<file path="src/rtl/super_alu_packer.sv">
// Collects 6-byte frames into a 41-bit super-ALU word; output registered 1 cycle after the last byte.
// Backpressure: in_ready drops only in the last-byte state while an unread word is held.
module super_alu_packer #(
   parameter int DROP_ILLEGAL = 1
) (
   input  logic        clk,
   input  logic        rst_n,
   input  logic [7:0]  in_data,
   input  logic        in_valid,
   output logic        in_ready,
   input  logic        flush,
   output logic [40:0] out_word,
   output logic        out_valid,
   input  logic        out_ready,
   output logic        err,
   output logic [7:0]  frame_cnt
);

   typedef enum logic [2:0] {
      S_B0,
      S_B1,
      S_N1,
      S_N2,
      S_N3,
      S_N4
   } state_t;

   state_t      state_q, state_d;
   logic [2:0]  op1_q, op1_d;
   logic [2:0]  op2_q, op2_d;
   logic [2:0]  op3_q, op3_d;
   logic        ill_q, ill_d;
   logic [7:0]  n1_q, n1_d;
   logic [7:0]  n2_q, n2_d;
   logic [7:0]  n3_q, n3_d;
   logic [40:0] out_word_q, out_word_d;
   logic        out_valid_q, out_valid_d;
   logic        err_q, err_d;
   logic [7:0]  frame_cnt_q, frame_cnt_d;

   logic        rdy_int;
   logic        accept;
   logic        xfer;
   logic        load;

   // The last byte may only be taken when the output slot is free or draining this edge.
   assign rdy_int = (state_q != S_N4) || !out_valid_q || out_ready;
   assign accept  = in_valid && rdy_int && rst_n;
   assign xfer    = out_valid_q && out_ready;

   always_comb begin
      state_d     = state_q;
      op1_d       = op1_q;
      op2_d       = op2_q;
      op3_d       = op3_q;
      ill_d       = ill_q;
      n1_d        = n1_q;
      n2_d        = n2_q;
      n3_d        = n3_q;
      out_word_d  = out_word_q;
      out_valid_d = out_valid_q;
      err_d       = 1'b0;
      frame_cnt_d = frame_cnt_q;
      load        = 1'b0;

      if (xfer) begin
         out_valid_d = 1'b0;
         frame_cnt_d = frame_cnt_q + 8'd1;
      end

      if (accept && !flush) begin
         case (state_q)
            S_B0: begin
               op1_d   = in_data[7:5];
               op2_d   = in_data[4:2];
               ill_d   = (in_data[7:5] == 3'b111) || (in_data[4:2] == 3'b111);
               state_d = S_B1;
            end
            S_B1: begin
               op3_d   = in_data[7:5];
               ill_d   = ill_q || (in_data[7:5] == 3'b111);
               state_d = S_N1;
            end
            S_N1: begin
               n1_d    = in_data;
               state_d = S_N2;
            end
            S_N2: begin
               n2_d    = in_data;
               state_d = S_N3;
            end
            S_N3: begin
               n3_d    = in_data;
               state_d = S_N4;
            end
            S_N4: begin
               state_d = S_B0;
               err_d   = ill_q;
               load    = !ill_q || (DROP_ILLEGAL == 0);
            end
            default: state_d = S_B0;
         endcase
      end

      // A completing word overrides the clear from a same-edge transfer, so no bubble.
      if (load) begin
         out_word_d  = {op1_q, op2_q, op3_q, n1_q, n2_q, n3_q, in_data};
         out_valid_d = 1'b1;
      end

      if (flush) begin
         state_d = S_B0;
      end
   end

   always_ff @(posedge clk) begin
      if (!rst_n) begin
         state_q     <= S_B0;
         op1_q       <= 3'd0;
         op2_q       <= 3'd0;
         op3_q       <= 3'd0;
         ill_q       <= 1'b0;
         n1_q        <= 8'd0;
         n2_q        <= 8'd0;
         n3_q        <= 8'd0;
         out_word_q  <= 41'd0;
         out_valid_q <= 1'b0;
         err_q       <= 1'b0;
         frame_cnt_q <= 8'd0;
      end else begin
         state_q     <= state_d;
         op1_q       <= op1_d;
         op2_q       <= op2_d;
         op3_q       <= op3_d;
         ill_q       <= ill_d;
         n1_q        <= n1_d;
         n2_q        <= n2_d;
         n3_q        <= n3_d;
         out_word_q  <= out_word_d;
         out_valid_q <= out_valid_d;
         err_q       <= err_d;
         frame_cnt_q <= frame_cnt_d;
      end
   end

   assign in_ready  = rst_n && rdy_int;
   assign out_word  = out_word_q;
   assign out_valid = out_valid_q;
   assign err       = err_q;
   assign frame_cnt = frame_cnt_q;

endmodule
</file>
<file path="config.mk">
export PLATFORM = sky130hd
export DESIGN_NAME = super_alu_packer
export DESIGN_NICKNAME = d
export VERILOG_FILES = /design/src/rtl/super_alu_packer.sv
export SDC_FILE = /design/constraint.sdc
export NUM_CORES = 1
export LEC_CHECK = 0
export BUFFER_PORTS_ARGS = -buffer_cell sky130_fd_sc_hd__buf_4
export CAP_MARGIN = 20
export CORE_MARGIN = 1.5
export CORE_UTILIZATION = 59
export DETAILED_ROUTE_END_ITERATION = 6
export GPL_ROUTABILITY_DRIVEN = 0
export GPL_TIMING_DRIVEN = 0
export PLACE_DENSITY = 0.81
export SLEW_MARGIN = 20
export SYNTH_ARGS = -nofsm -noshare
export SYNTH_HDL_FRONTEND = slang
export SYNTH_SLANG_ARGS = --single-unit
</file>
<file path="constraint.sdc">
create_clock -name clk -period 2.3 [get_ports clk]
set_input_delay 0.115 -clock clk [delete_from_list [all_inputs] [get_ports clk]]
set_output_delay 0.115 -clock clk [all_outputs]
set_load 0.03 [all_outputs]
</file>
After elaboration in Yosys (flattened, before gate mapping) --
Cells that the tools add are included.
Operators by class: add/subtract/negate cells 1, equal/unequal tests 8, multiplexer cells 6, bitwise logic cells 1, reduce and logical (&&, ||, !) cells 23
Operator list (number):
- $pmux 3 s5 | 1
- $eq 3x3->1 const B | 4
- $reduce_and 2->1 | 6
- $add 8x1->8 const B | 1
- $eq 3x2->1 const B | 2
- $logic_and 1x1->1 | 5
- $logic_or 1x1->1 | 4
- $mux 1 | 4
- $reduce_bool 2->1 | 2
- $eq 3x1->1 const B | 1
- $logic_not 1->1 | 3
- $logic_not 3->1 | 1
- $ne 3x3->1 const B | 1
- $reduce_and 3->1 | 1
- $pmux 1 s2 | 1
- $reduce_or 2->1 | 1
- $not 1->1 | 1
Word-level totals: flip-flop bits (word level) 88, input port bits 13, output and inout port bits 52, logic and storage cells 51

Depth between registers and ports, before layout --
depth in word-level cells 8, depth in mapped cells 6, mapped depth without buffers 4

Worst setup path after synthesis --
OpenSTA, ideal clock, no wires.
path type flip-flop to flip-flop, start point reg out_valid_q, in the netlist out_valid, end point reg out_word_q[0], in the netlist out_word[0], library setup time 118 ps, arrival 1600 ps, data required time 2182 ps, slack 582 ps, cell stages (with the launch flop) 6, path buffers 2, period minus slack after synthesis 1718 ps, cells stage by stage dfxtp_1 nor2b_2 or4_4 buf_6 buf_12 mux2i_1
On the way: word-level cells in the longest chain between the ends 7
Ends and longest elaborated chain:
- from (decl) | RTL line 37 | logic out_valid_q, out_valid_d;
- from (signal assigned) | RTL line 140 | out_valid_q <= out_valid_d;
- $logic_not 1->1 | RTL line 47 | assign rdy_int = (state_q != S_N4) || !out_valid_q || out_ready;
- $logic_or 1x1->1 (2 in a row) | RTL line 47
- $logic_and 1x1->1 (2 in a row) | RTL line 48 | assign accept = in_valid && rdy_int && rst_n;
- $logic_and 1x1->1 | RTL line 71 | if (accept && !flush) begin
- $mux 1 | RTL line 71
- to (signal assigned) | RTL line 139 | out_word_q <= out_word_d;
- to (decl) | RTL line 36 | logic [40:0] out_word_q, out_word_d;
No other way between the ends. A chain may end at the register's enable or synchronous reset.

Worst setup path in the final report --
start point reg state_q[0], end point reg n2_q[1]
On the way: word-level cells in the longest chain between the ends 7, elaborated cells on any way between the ends 8, those cells by class 2 x eq/ne; 6 x reduce/logical
Ends and longest elaborated chain:
- from (decl) | RTL line 28 | state_t state_q, state_d;
- from (signal assigned) | RTL line 131 | state_q <= state_d;
- $ne 3x3->1 | RTL line 47
- $logic_or 1x1->1 (2 in a row) | RTL line 47
- $logic_and 1x1->1 (2 in a row) | RTL line 48
- $logic_and 1x1->1 | RTL line 71
- $reduce_and 2->1 (no source line) (*)
- to (signal assigned) | RTL line 137 | n2_q <= n2_d;
- to (decl) | RTL line 34 | logic [7:0] n2_q, n2_d;
Every way passes the cells marked *; elsewhere a longest branch is shown, timed or not.

==> flow_results.xml <==
<?xml version="1.0" encoding="UTF-8"?>
<metrics>
  <group name="synthesis">
    <metric name="area_of_the_mapped_netlist" unit="mm²">0.003610</metric>
    <metric name="synth.yosys.warnings" unit="">0</metric>
    <metric name="post_synth_fa_ha_maj_area_fraction" unit="%">0.3466</metric>
    <metric name="netlist.top_cell.by_area" unit="">dfxtp_1</metric>
    <metric name="avgSynthCellArea" unit="µm²">8.719</metric>
    <metric name="async_flop_share" unit="%">0</metric>
    <metric name="post_synth_mux_area_share" unit="%">11.65</metric>
    <metric name="synth_area_leaders" unit="">dfxtp_1 49%, mux2i_1 12%, nand2_1 5.9%, a21oi_1 5.7%, nand3_1 5.5%</metric>
    <metric name="synth_most_common_cell" unit="">dfxtp_1</metric>
    <metric name="synth.distinct_cells" unit="">38</metric>
    <metric name="synth_top_family_by_area" unit="">simple AND/OR/NAND/NOR gates</metric>
    <metric name="ys_seq_elements" unit="">88</metric>
    <metric name="ys.flop_type" unit="">dfxtp_1</metric>
    <metric name="syn_inst" unit="">414</metric>
    <metric name="synth_simple_gate_area_share" unit="%">17.12</metric>
    <metric name="complex_gate_fraction_of_the_synthesized_area" unit="%">12.55</metric>
    <metric name="synth_largest_type_area_fraction" unit="%">48.80</metric>
    <metric name="synth_edf_count" unit="">0</metric>
    <metric name="syn-num-nets" unit="">428</metric>
    <metric name="synth_common_cells" unit="">88 x dfxtp_1, 57 x nand2_1, 42 x mux2i_1, 41 x a21oi_1</metric>
    <metric name="yosys.area_share.xor_xnor" unit="%">0.4853</metric>
    <metric name="synth_seq_area_share" unit="%">48.80</metric>
  </group>
  <group name="timing">
    <metric name="final_clock_period_utilization_by_the_worst_path" unit="%">77.29</metric>
    <metric name="final_max_slew_viol_count" unit="">0</metric>
    <metric name="finalHoldViolations" unit="">0</metric>
    <metric name="worst_clock_skew" unit="ns">0.007078</metric>
    <metric name="slew_headroom" unit="%">37.65</metric>
    <metric name="unrepaired_setup_endpoints_after_global_routing" unit="">no</metric>
    <metric name="finalHoldWorstSlack" unit="ns">0.04288</metric>
    <metric name="minimum_period_implied_by_the_final_worst_setup_slack" unit="ns">1.778</metric>
    <metric name="timing_worst_slew_pin_value" unit="ns">0.9275</metric>
    <metric name="setup-tns-final" unit="ns">0</metric>
    <metric name="max_clock_freq" unit="MHz">562.5</metric>
    <metric name="setup_viol" unit="">0</metric>
  </group>
  <group name="global_route">
    <metric name="grt_util_met3" unit="%">6.292</metric>
    <metric name="grt_overflow_total" unit="">0</metric>
    <metric name="via_count_of_the_first_global_routing_pass" unit="">2893</metric>
    <metric name="overall_routing_resource_usage" unit="%">27.07</metric>
    <metric name="grt_start_max_net_pins" unit="">14</metric>
    <metric name="antenna_found_initial" unit="">0</metric>
    <metric name="global_route_wire_length_before_repair" unit="µm">13460</metric>
    <metric name="top_usage_layer" unit="">met2</metric>
    <metric name="grtUsageMet1" unit="%">33.26</metric>
    <metric name="grt.met2_usage" unit="%">45.92</metric>
  </group>
  <group name="cells_and_area">
    <metric name="num_antenna_cells" unit="">0</metric>
    <metric name="count_of_fill_cells_added_during_filler_insertion" unit="">457</metric>
    <metric name="finish.net_count" unit="">502</metric>
    <metric name="final_cells" unit="">567</metric>
    <metric name="share_of_final_layout_standard_cells_stronger_than_drive_strength_1" unit="%">18.09</metric>
    <metric name="layout-area-overhead-vs-synth" unit="%">20.49</metric>
  </group>
  <group name="setup_path">
    <metric name="reg2reg_setup_slack" unit="ns">0.52</metric>
    <metric name="data_arrival_critical_path" unit="ns">2.06</metric>
    <metric name="timing.critical_path.buf_inv" unit="">2</metric>
    <metric name="timing.critical_path.from_type" unit="">flip-flop</metric>
    <metric name="r2r_cells" unit="">5</metric>
    <metric name="critical_path.max_fanout" unit="">10</metric>
    <metric name="end_kind" unit="">flip-flop</metric>
    <metric name="cpPeakStageDelay" unit="ns">0.38</metric>
    <metric name="critical_setup_path_kind" unit="">flip-flop to flip-flop</metric>
    <metric name="worst_path_dominant_cell_family" unit="">buffers and inverters</metric>
    <metric name="cp_cell_sequence" unit="">clkbuf_1, nor2b_1, clkbuf_1, nand3_1, a21oi_1</metric>
    <metric name="cp_data_required_time" unit="ns">2.58</metric>
    <metric name="crit_path_frequent_cell" unit="">clkbuf_1</metric>
    <metric name="worst_path_max_delay_cell" unit="">dfxtp_1</metric>
    <metric name="worstReg2RegEnd" unit="">n2_q[1]$_SDFFE_PN0P_</metric>
    <metric name="reg2reg_from" unit="">state_q[0]$_SDFFE_PP0N_</metric>
  </group>
  <group name="pwr">
    <metric name="p_switching" unit="µW">628.7</metric>
    <metric name="power.internal" unit="µW">2008</metric>
    <metric name="power_density" unit="mW/mm²">606.3</metric>
    <metric name="power.share.switching" unit="%">23.84</metric>
    <metric name="seq_power_share" unit="%">58.1</metric>
    <metric name="power.static_leakage" unit="µW">0.001845</metric>
    <metric name="vdd_drop_max" unit="V">0.0003633</metric>
    <metric name="p_clk_share" unit="%">37.1</metric>
    <metric name="pwr-share-comb" unit="%">4.8</metric>
  </group>
  <group name="clock_network">
    <metric name="cts_post_setup_buffers_inserted" unit="">0</metric>
    <metric name="worstSkewPairLatency" unit="ns">0.35</metric>
    <metric name="clock_tree.buffer_depth" unit="">2</metric>
    <metric name="cts.htree.levels" unit="">3</metric>
    <metric name="numClockSinks" unit="">88</metric>
    <metric name="cts_resized" unit="">0</metric>
    <metric name="cts_inserted_buffers" unit="">9</metric>
    <metric name="cts_hold_repair.buffers" unit="">0</metric>
    <metric name="cts_tree" unit="">yes</metric>
    <metric name="cts.root.buffer_cell" unit="">clkbuf_8</metric>
    <metric name="worst_setup_hold_path_clk_slew" unit="ns">0.08</metric>
  </group>
  <group name="routing">
    <metric name="drt_pre_antenna_iters" unit="">4</metric>
    <metric name="post-route-drc-count" unit="">0</metric>
    <metric name="wl" unit="µm">8400</metric>
    <metric name="route.detailed.vias_per_inst" unit="">5.443</metric>
    <metric name="detail_route.wl_per_cell" unit="µm">14.81</metric>
    <metric name="ant_nets" unit="">0</metric>
    <metric name="vias" unit="">3086</metric>
    <metric name="initialDrtViolationCount" unit="">202</metric>
  </group>
  <group name="hold_path">
    <metric name="hold_path_depth" unit="">3</metric>
    <metric name="min_delay_worst_type" unit="">input pin to flip-flop</metric>
    <metric name="hold_end" unit="">out_word[1]$_SDFFE_PN0P_</metric>
    <metric name="hold_start" unit="">in_data[1]</metric>
  </group>
  <group name="status">
    <metric name="run_status" unit="">finished clean</metric>
  </group>
  <group name="placed_design">
    <metric name="port-buffer-count" unit="">63</metric>
    <metric name="dpl.cell_count" unit="">552</metric>
    <metric name="post-dp-hpwl" unit="µm">5918</metric>
  </group>
  <group name="die">
    <metric name="chipWidth" unit="µm">81.22</metric>
    <metric name="design.portCount" unit="">65</metric>
    <metric name="die_h" unit="µm">81.22</metric>
    <metric name="placementRows" unit="">28</metric>
    <metric name="total_die_area" unit="mm²">0.006597</metric>
    <metric name="initial_utilization" unit="%">60.97</metric>
    <metric name="design.core.area" unit="mm²">0.005921</metric>
  </group>
  <group name="flow_run">
    <metric name="max_cap_viol_count" unit="">0</metric>
  </group>
</metrics>
==> flip-flops by register name, indices dropped and copies added (netlist names) <==
name / cells
n3_q: 8
n1_q: 8
n2_q: 8
op1_q: 3
op3_q: 3
out_word: 41
err: 1
frame_cnt: 8
out_valid: 1
ill_q: 1
state_q: 3
op2_q: 3
==> per-layer routing <==
metal  part of all wire [%]  vias up
met5                      0        -
met4                    2.0        0
met3                    5.2       20
met2                     48       90
met1                     44     1438
li1                       -     1538
==> area by class of cell <==
| type | instances | area, µm² | area share [%] |
|---|---|---|---|
| flip-flops and latches | 88 | 1762 | 40.51 |
| clock buffers | 12 | 155.1 | 3.567 |
| inverters | 40 | 150.1 | 3.452 |
| clock inverters | 3 | 17.52 | 0.4028 |
| multi-input cells | 256 | 1521 | 34.98 |
| well taps | 75 | 93.84 | 2.158 |
| repair buffers | 63 | 473.0 | 10.87 |
| plain buffers | 30 | 176.4 | 4.056 |
==> placed cells by master (no fill, tap or decap), types with 11 or more instances in the layout <==
cell type and count:
dfxtp_1 88, buf_4 64, nand2_1 57, mux2i_1 42
a21oi_1 41, inv_1 40, nand3_1 40, o21ai_0 35
clkbuf_1 23, clkbuf_8 11
==> cell families (layout without fill, tap and decap cells) <==
| group | count (synthesis) | after routing |
|---|---|---|
| simple gates | 126 | 126 |
| flops | 88 | 88 |
| compound gates | 85 | 85 |
| buf+inv | 70 | 148 |
| mux | 42 | 42 |
| xor+xnor | 2 | 2 |
| fa+ha+maj | 1 | 1 |
==> power by group through the flow <==
stage | clock [µW] | sequential [µW] | combinational, µW
floorplan | 0 | 1570 | 66.5
global placement | 0 | 1570 | 120
detailed placement | 0 | 1570 | 123
CTS | 982 | 1530 | 124
global route | 1040 | 1530 | 137
finish | 978 | 1530 | 126
==> worst register-to-register path: stages (launching register included) <==
cell and delay [ns]:
dfxtp_1 0.38, clkbuf_1 0.35, nor2b_1 0.29, clkbuf_1 0.37
nand3_1 0.16, a21oi_1 0.16
==> worst max path at each step <==
stage | end | start | depth (start not counted) | slack, ns
2_1_floorplan | out_word[0]$_SDFFE_PN0P_ | out_valid$_SDFFE_PN0P_ | 5 | 0.58
5_1_grt | n2_q[0]$_SDFFE_PN0P_ | state_q[0]$_SDFFE_PP0N_ | 5 | 0.36
4_1_cts | out_word[9]$_SDFFE_PN0P_ | out_valid$_SDFFE_PN0P_ | 3 | 0.51
3_3_place_gp | out_word[17]$_SDFFE_PN0P_ | out_valid$_SDFFE_PN0P_ | 3 | 0.58
6_report | n2_q[1]$_SDFFE_PN0P_ | state_q[0]$_SDFFE_PP0N_ | 5 | 0.52
3_5_place_dp | out_word[9]$_SDFFE_PN0P_ | out_valid$_SDFFE_PN0P_ | 3 | 0.53
==> through the flow <==
stage | power (µW) | utilization, % | worst slack (ns) | cell area (µm²)
6_report | 2637 | 73.46 | 0.5223 | 4349
2_1_floorplan | 1634 | - | 0.5815 | 3610
3_5_place_dp | 1692 | 70.54 | 0.5319 | 4177
5_1_grt | 2714 | 73.46 | 0.3556 | 4349
3_3_place_gp | 1689 | 70.54 | 0.5762 | 4177
4_1_cts | 2639 | 73.46 | 0.5077 | 4349
Note: power is estimated with default switching activity, not from simulation.
